[src/rtl/fifo_drain_arbiter.sv]
// Round-robin burst drain of NCH first-word-fall-through FIFOs onto one
// valid/ready stream, with a stall timeout that closes a burst short.
module fifo_drain_arbiter #(
  parameter int unsigned NCH     = 4,
  parameter int unsigned DWIDTH  = 16,
  parameter int unsigned LWIDTH  = 8,
  parameter int unsigned TIMEOUT = 64
) (
  input  logic                   clk,
  input  logic                   reset,
  input  logic [NCH-1:0]         ch_enable,
  input  logic [LWIDTH-1:0]      burst_len,
  input  logic [NCH-1:0]         fifo_empty,
  input  logic [NCH*DWIDTH-1:0]  fifo_dout,
  output logic [NCH-1:0]         fifo_rd_en,
  output logic [DWIDTH-1:0]      out_data,
  output logic                   out_valid,
  input  logic                   out_ready,
  output logic [2:0]             out_ch,
  output logic                   out_first,
  output logic                   out_last,
  output logic                   busy,
  output logic                   short_pulse,
  output logic [LWIDTH-1:0]      short_count
);

  localparam int unsigned GW = (NCH > 1) ? $clog2(NCH) : 1;
  localparam int unsigned SW = $clog2(TIMEOUT + 1);

  typedef enum logic [1:0] {IDLE, DRAIN, STALL} state_t;

  state_t            state;
  logic [GW-1:0]     grant;
  logic [GW-1:0]     last_grant;
  logic [GW-1:0]     rr_pick;
  logic [GW-1:0]     rr_cand;
  logic              rr_found;
  logic [LWIDTH-1:0] len_latched;
  logic [LWIDTH-1:0] word_cnt;
  logic [SW-1:0]     stall_cnt;
  logic [NCH-1:0]    eligible;
  logic [DWIDTH-1:0] dout_arr [NCH];
  logic              grant_empty;
  logic              xfer;

  for (genvar g = 0; g < NCH; g++) begin : g_unpack
    assign dout_arr[g] = fifo_dout[g*DWIDTH +: DWIDTH];
  end

  assign eligible = ch_enable & ~fifo_empty;

  // Search starts one past the last served channel and wraps modulo NCH.
  always_comb begin
    rr_found = 1'b0;
    rr_pick  = '0;
    rr_cand  = '0;
    for (int unsigned k = 1; k <= NCH; k++) begin
      rr_cand = GW'((32'(last_grant) + k) % NCH);
      if (!rr_found && eligible[rr_cand]) begin
        rr_found = 1'b1;
        rr_pick  = rr_cand;
      end
    end
  end

  // Reset gates the handshake so a burst cut by reset pops nothing more.
  assign grant_empty = fifo_empty[grant];
  assign out_valid   = !reset && (state == DRAIN) && !grant_empty;
  assign out_data    = dout_arr[grant];
  assign xfer        = out_valid && out_ready;
  assign out_first   = out_valid && (word_cnt == '0);
  assign out_last    = out_valid && (word_cnt == len_latched - LWIDTH'(1));
  assign out_ch      = 3'(grant);
  assign busy        = (state != IDLE);

  always_comb begin
    fifo_rd_en        = '0;
    fifo_rd_en[grant] = xfer;
  end

  always_ff @(posedge clk) begin
    if (reset) begin
      state       <= IDLE;
      grant       <= '0;
      last_grant  <= GW'(NCH - 1);
      len_latched <= '0;
      word_cnt    <= '0;
      stall_cnt   <= '0;
      short_pulse <= 1'b0;
      short_count <= '0;
    end else begin
      short_pulse <= 1'b0;
      unique case (state)
        IDLE: begin
          if (rr_found) begin
            grant       <= rr_pick;
            len_latched <= (burst_len == '0) ? LWIDTH'(1) : burst_len;
            word_cnt    <= '0;
            state       <= DRAIN;
          end
        end
        DRAIN: begin
          if (xfer) begin
            word_cnt <= word_cnt + LWIDTH'(1);
            if (out_last) begin
              last_grant <= grant;
              state      <= IDLE;
            end
          end else if (grant_empty) begin
            stall_cnt <= '0;
            state     <= STALL;
          end
        end
        STALL: begin
          if (!grant_empty) begin
            state <= DRAIN;
          end else if (stall_cnt == SW'(TIMEOUT - 1)) begin
            short_pulse <= 1'b1;
            short_count <= word_cnt;
            last_grant  <= grant;
            state       <= IDLE;
          end else begin
            stall_cnt <= stall_cnt + SW'(1);
          end
        end
        default: state <= IDLE;
      endcase
    end
  end

endmodule
[config.mk]
export PLATFORM = sky130hd
export DESIGN_NAME = fifo_drain_arbiter
export DESIGN_NICKNAME = d
export VERILOG_FILES = /design/src/rtl/fifo_drain_arbiter.sv
export SDC_FILE = /design/constraint.sdc
export NUM_CORES = 1
export LEC_CHECK = 0
export CAP_MARGIN = 5
export CORE_ASPECT_RATIO = 0.7
export CORE_UTILIZATION = 45
export CTS_BUF_LIST = sky130_fd_sc_hd__clkbuf_4 sky130_fd_sc_hd__clkbuf_8
export DETAILED_ROUTE_END_ITERATION = 6
export GPL_ROUTABILITY_DRIVEN = 0
export GPL_TIMING_DRIVEN = 1
export PLACE_DENSITY_LB_ADDON = 0.15
export SLEW_MARGIN = 20
export SYNTH_ARGS = -nofsm -noshare
export SYNTH_HDL_FRONTEND = slang
export SYNTH_SLANG_ARGS = --single-unit
[constraint.sdc]
create_clock -name clk -period 8.1 [get_ports clk]
set_input_delay 2.43 -clock clk [delete_from_list [all_inputs] [get_ports clk]]
set_output_delay 2.43 -clock clk [all_outputs]
set_load 0.005 [all_outputs]
Word level (Yosys, flattened, before mapping)
Index checks and enable logic that the tools add are counted. W data, S select, Z words.

Flip-flop bits (word level): 38. Input bits: 83.

Add/subtract/negate cells: 7. $lt $le $gt $ge: 7. Equality and inequality tests: 15. Multiplexer cells: 45. Bitwise gates (word level): 6. Reductions and logical operators: 27.

Operators with widths (count): $bmux W16 S2 (1); $mux W16 (2); $mux W2 (14); $mux W7 (4); $mux W8 (3); $logic_not A8 Y1 (2); $ne A2 B2 Y1 const B (8); $pmux W8 S2 (1); $lt A2 B3 Y1 const B (5); $pmux W7 S2 (1); $mux W1 (11); $bmux W1 S2 (5); $reduce_and A5 Y1 (2); $logic_and A1 B1 Y1 (9); $ne A3 B3 Y1 const B (3); $add A8 B1 Y8 const B (1); $and A4 B4 Y4 (2); $eq A8 B8 Y1 (1); $sub A8 B1 Y8 const B (1); $add A7 B1 Y7 const B (1); $eq A7 B6 Y1 const B (1); $pmux W2 S3 (1); $reduce_and A3 Y1 (2); $reduce_bool A2 Y1 (3); 16 further kinds (23).

Logic depth before layout (Yosys ltp)
Gate-level depths: netlist (run 1).

Depth in word-level cells: 16. Mapped depth: 8. Mapped depth without buffers: 8.

Worst setup path before layout (run 1)
No wires, ideal clock.

Path type: input-to-output. Start point: in fifo_empty[3]. End point: out fifo_rd_en[3]. Arrival time: 3.824 ns. Slack: 1.846 ns. Stages: 6. Path buffers: 1. Cell sequence: mux4_2 > or3_4 > inv_2 > and2_4 > buf_6 > and3_1.

Longest elaborated chain between the ends: 6.

Ends and longest elaborated chain: from (decl) (RTL line 13) `input logic [NCH-1:0] fifo_empty,`; $bmux W1 S2 (RTL line 67) `assign grant_empty = fifo_empty[grant];`; $mux W1 (not written as such) (RTL line 67); $logic_not A1 Y1; $logic_and A1 B1 Y1 (RTL line 68) `assign out_valid = !reset && (state == DRAIN) && !grant_empty;`; net out_valid (RTL line 17) `output logic out_valid,`; $logic_and A1 B1 Y1 (RTL line 70) `assign xfer = out_valid && out_ready;`; $and A4 B4 Y4 (no source line); to (decl) (RTL line 15) `output logic [NCH-1:0] fifo_rd_en,`.

The timed path passes the listed nets, and every way through them passes these cells. The select of a mux whose other input is x is not followed.

Final worst setup path (run 1)
Start point: in fifo_empty[3]. End point: out fifo_rd_en[2].

Longest elaborated chain between the ends: 6.

Ends and longest elaborated chain (RTL line): $bmux W1 S2 (67); $mux W1 (not written as such) (67); $logic_not A1 Y1; $logic_and A1 B1 Y1 (68); $logic_and A1 B1 Y1 (70); $and A4 B4 Y4 (no source line).

No other way between the ends. The select of a mux whose other input is x is not followed.

==> run_results.csv, run 1 <==
group,metric,value,unit
run_status,status,"complete, no violations",
logic_synthesis,async_flop_share,0,
setup_path,cp_data_arrival_time,4.79,ns
logic_synthesis,synthTopCellsByArea,"dfxtp_1 (32%), mux4_2 (16%), nor2_1 (5.3%)",
timing,skew,0.00373,ns
logic_synthesis,ys_ff_latch,38,
global_routing,grt_pass1_vias,2386,
detailed_routing,drc,0,
setup_path,rr_worst_depth,6,
logic_synthesis,synth_top_area_cell,"dfxtp_1",
logic_synthesis,ys_warn_count,0,
detailed_routing,drt_iter0_drc,189,
logic_synthesis,synthCells,265,
cts,clock_sinks,38,
timing,fin_crit,7.22,ns
cts,post-cts-setup-buffers,0,
layout,final_util,0.748,
logic_synthesis,netlist_area,2390,sq um
floorplan,io_pins,119,
pwr,peakVddDrop,0.0000998,V
layout,final_nets,463,
cts,clk_latency,0.29,ns
cts,h-tree-depth,2,
setup_path,crit_required,5.67,ns
detailed_routing,wl,7630,microns
cts,cts_resized,0,
global_routing,grt_pass1_wl,11900,microns
logic_synthesis,synth-seq-area-share,0.318,
detailed_routing,dr_total_vias,2436,
timing,rsz0062_at_grt,"no",
timing,hold_violations,0,
min_path,whs_path_depth,2,
placed_design,dpl_cell_area,3600,sq um
logic_synthesis,synth_nets,352,
cts,cts_buffers,5,
cts,cts.path.max_buffers,2,
cts,root_buffer,"clkbuf_8",
global_routing,grt_usage,0.279,
run,cap_violations,0,
pwr,p_leak,0.00137,uW
setup_path,cp-start-kind,"input port",
logic_synthesis,ys.flop_type,"dfxtp_1",
timing,worst_hold_slack,0.469,ns
logic_synthesis,synth-edff-count,0,
cts,ctsHoldBuffers,0,
timing,worst_pin_slew,0.970,ns
floorplan,die_area,5610,sq um
placed_design,hpwlAfterDp,5930,microns
pwr,p_per_area,150,nW/um^2
detailed_routing,antenna_left,0,
floorplan,die_h,63.0,microns
timing,final-setup-viol-count,0,
setup_path,crit_type,"in -> out",
detailed_routing,wl_per_cell,17.1,microns
detailed_routing,routed_via_density,5.46,
global_routing,grt.overflow.total,0,
timing,maxSlewViolCount,0,
global_routing,antenna_found_initial,0,
detailed_routing,dr.pass1.iters,4,
timing,tns,0,ns
floorplan,rows,21,
timing,relSlewSlack,0.353,
layout,syn_to_final_growth,54.5,%
timing,min_period_over_period,0.892,
setup_path,crit_fanout,11,
logic_synthesis,syn_avg_cell_area,9.02,sq um
global_routing,grt_max_degree,36,
cts,cts_tree,"built",
floorplan,core_area,4940,sq um
placed_design,port-buffer-count,117,
layout,finalInstanceArea,3690,sq um
logic_synthesis,synth_cell_type_count,50,
timing,max_freq,138,MHz
setup_path,endpoint_kind,"output pin",
logic_synthesis,synth_top_area_frac,0.318,
layout,drive_gt1_frac,0.0955,
floorplan,start_util,0.484,
layout,antenna_cells,0,
cts,clkTransAtPathRegs,0.07,ns
floorplan,die_w,89.1,microns
min_path,min_path_type,"reg -> reg",
==> routing by layer <==
metal / vias to the layer above / part of all wire / GRT usage
li1: 1183 / - / -
met1: 1150 / 0.42 / 0.347
met2: 93 / 0.47 / 0.469
met3: 10 / 0.096 / 0.0845
met4: 0 / 0.017 / 0.0694
met5: - / 0 / 0
==> stage by stage <==
step	std cells	setup WS (ns)	total power, uW
6_report	446	0.876	554
4_1_cts	446	0.885	557
3_3_place_gp	438	0.901	417
5_1_grt	446	0.782	584
3_5_place_dp	438	0.887	423
2_1_floorplan	265	1.85	320
==> sequential cells by signal, summed over array words and instances (netlist names) <==
name         flops
short_count      8
stall_cnt        7
short_pulse      1
last_grant       2
word_cnt         8
len_latched      8
state            2
grant            2
==> report_power, final <==
group          switching [uW]  leakage [uW]  internal, uW
registers                16.8      0.000308           196
logic                    81.3       0.00102           126
clock network            65.9     0.0000472          68.3
==> cell families after synthesis <==
family                     Yosys count  synth area share
AOI/OAI and AO/OA                   34            0.0947
xor gates and xnor gates            15            0.0549
adders and majority gates            4            0.0209
buffers and inverters               23            0.0413
DFF                                 38             0.318
muxes                               29             0.211
other                                1           0.00157
and+or+nand+nor                    121             0.257
==> placed cells by master, fill, tap and decap left out, types with 2 or more instances in the layout <==
master and instances:
o21ai_0 2, nor3_1 10, mux4_2 17, nand2_1 22, nand3_1 13, nor2_1 34
a211oi_1 2, nand4_1 8, clkdlybuf4s50_1 117, buf_4 3, o211ai_1 3, and3_1 7
xnor2_1 9, nand2b_1 10, clkbuf_8 6, nor4_1 2, inv_1 6, nor2b_1 3
o21a_1 3, a21oi_1 15, ha_1 4, xor2_1 6, mux2i_1 11, dfxtp_1 38
==> synth_stat cells, types with 7 or more instances <==
library cell,n
nor2_1,34
clkbuf_1,9
mux4_2,17
nor3_1,10
nand2_1,22
dfxtp_1,38
and3_1,7
a21oi_1,15
xnor2_1,9
nand4_1,8
mux2i_1,11
nand3_1,13
nand2b_1,10
==> path summary, 6_finish.rpt <==
kind            startpoint       endpoint  slack, ns
max          fifo_empty[3]  fifo_rd_en[2]       0.88
min reg2reg   stall_cnt[6]   stall_cnt[6]       0.47
min           stall_cnt[6]   stall_cnt[6]       0.47
max reg2reg       grant[1]  last_grant[1]       5.35
==> cell type report <==
cell class	count	area [sq um]
Inverter	7	26.3
Clock inverter	2	12.5
Multi-Input combinational cell	204	1530
Fill cell	392	1250
Clock buffer	6	82.6
Timing Repair Buffer	120	1190
Sequential cell	38	761
Tap cell	69	86.3
==> critical path, cell delays in order <==
cell	delay (ns)
clkdlybuf4s50_1	0.43
mux4_2	0.56
or3_4	0.42
inv_2	0.09
and2_4	0.20
and3_1	0.16
clkdlybuf4s50_1	0.50
Note: power is estimated with default switching activity, not from simulation.
==> run 2, diff against run 1 <==
CAP_MARGIN = 30   (was 5)
RECOVER_POWER = 25   (was unset)
clock period = 8.41 ns   (was 8.1 ns; I/O delays follow)
==> run_results.csv, run 2 (synthesis gave the netlist of run 1 again) <==
group,metric,value,unit
floorplan,die_w,89.1,microns
layout,finalInstanceArea,3720,sq um
detailed_routing,top_layer,"met4",
layout,reg_top3,"len_latched x8, short_count x8, word_cnt x8",
setup_path,worstReg2RegStart,"grant[1]",
timing,final-setup-viol-count,0,
pwr,p_leak,0.00142,uW
setup_path,endpoint,"fifo_rd_en[2]",
placed_design,dpl_cell_area,3600,sq um
floorplan,io_pins,119,
layout,antenna_cells,0,
min_path,min_path_type,"reg -> reg",
timing,min_period_over_period,0.897,
layout,syn_to_final_growth,55.7,%
timing,tns,0,ns
cts,clock_sinks,38,
global_routing,grt_pass1_wl,11600,microns
run_status,status,"complete, no violations",
setup_path,reg2reg_to,"last_grant[1]",
cts,ctsHoldBuffers,0,
timing,hold_violations,0,
timing,relSlewSlack,0.546,
floorplan,start_util,0.484,
detailed_routing,wl_met2,3570,microns
setup_path,crit_fanout,11,
cts,root_buffer,"clkbuf_8",
setup_path,crit_required,5.89,ns
layout,fillers,377,
cts,clkTransAtPathRegs,0.07,ns
pwr,peakVddDrop,0.000113,V
cts,post-cts-setup-buffers,0,
timing,worst_pin_slew,0.679,ns
setup_path,cp-start-kind,"input port",
timing,max_freq,133,MHz
run,cap_violations,0,
detailed_routing,wl,7370,microns
pwr,p_per_area,151,nW/um^2
cts,cts_buffers,5,
placed_design,port-buffer-count,117,
setup_path,crit_type,"in -> out",
global_routing,antenna_found_initial,0,
detailed_routing,dr_total_vias,2421,
cts,h-tree-depth,2,
cts,cts_tree,"built",
detailed_routing,drc,0,
detailed_routing,drt_iter0_drc,139,
pwr,p_total,561,uW
layout,final_nets,464,
floorplan,rows,21,
detailed_routing,routed_via_density,5.43,
layout,mostFrequentLayoutCell,"clkdlybuf4s50_1",
setup_path,endpoint_kind,"output pin",
detailed_routing,wl_met1,3050,microns
global_routing,grt_usage,0.269,
timing,rsz0062_at_grt,"no",
detailed_routing,dr.pass1.iters,4,
timing,fin_crit,7.54,ns
timing,worst_hold_slack,0.477,ns
cts,cts_resized,0,
global_routing,grt.overflow.total,0,
setup_path,cp_data_arrival_time,5.02,ns
floorplan,die_area,5610,sq um
timing,maxSlewViolCount,0,
layout,drive_gt1_frac,0.0928,
detailed_routing,wl_per_cell,16.5,microns
detailed_routing,met3_length,649,microns
detailed_routing,antenna_left,0,
setup_path,startpoint,"fifo_empty[3]",
setup_path,rr_worst_depth,7,
floorplan,die_h,63.0,microns
placed_design,hpwlAfterDp,5860,microns
global_routing,grt_pass1_vias,2352,
cts,cts.path.max_buffers,2,
global_routing,grt_max_degree,37,
layout,final_cell_mix,"clkdlybuf4s50_1 (107), dfxtp_1 (38), nor2_1 (34)",
floorplan,core_area,4940,sq um
cts,clk_latency,0.30,ns
setup_path,reg2reg_setup_slack,6.03,ns
layout,final_util,0.754,
timing,skew,0.00603,ns
-- run 2: area by class of cell --
cell class                 count  area (sq um)  area share
sequential                    38           761       0.204
clock buffer                   6          82.6      0.0222
tap                           69          86.3      0.0232
inverter                       7          26.3     0.00706
clock inverter                 1          30.0     0.00807
timing repair buffer         121          1200       0.324
multi-input combinational    204          1530       0.411
-- run 2: worst min path at each step --
stage                      start      endpoint  slack, ns  depth (start not counted)
floorplan           stall_cnt[6]  stall_cnt[6]       0.44                          2
global placement    stall_cnt[6]  stall_cnt[6]       0.45                          2
detailed placement  stall_cnt[6]  stall_cnt[6]       0.47                          2
CTS                 stall_cnt[6]  stall_cnt[6]       0.48                          2
global route        stall_cnt[6]  stall_cnt[6]       0.51                          2
finish              stall_cnt[6]  stall_cnt[6]       0.48                          2
-- run 2: per-layer routing --
layer | up-vias | global-route usage
li1 | 1188 | -
met1 | 1139 | 0.326
met2 | 86 | 0.467
met3 | 8 | 0.0700
met4 | 0 | 0.0714
met5 | - | 0
-- run 2: metrics by stage --
step,cells,setup slack (ns)
finish,446,0.867
global route,446,0.774
CTS,445,0.985
detailed placement,438,0.993
global placement,438,1.02
floorplan,265,1.97
-- run 2: power breakdown --
group          total, uW  switching (uW)  internal [uW]
Combinational        201            79.6            121
Sequential           202            13.1            189
Clock                158            62.9           94.8
Total                561             156            405
-- run 2: worst max-delay path: stages --
cell	delay, ns
dlygate4sd3_1	0.56
mux4_2	0.56
or3_4	0.41
inv_2	0.09
and2_4	0.20
and3_1	0.17
clkdlybuf4s50_1	0.49
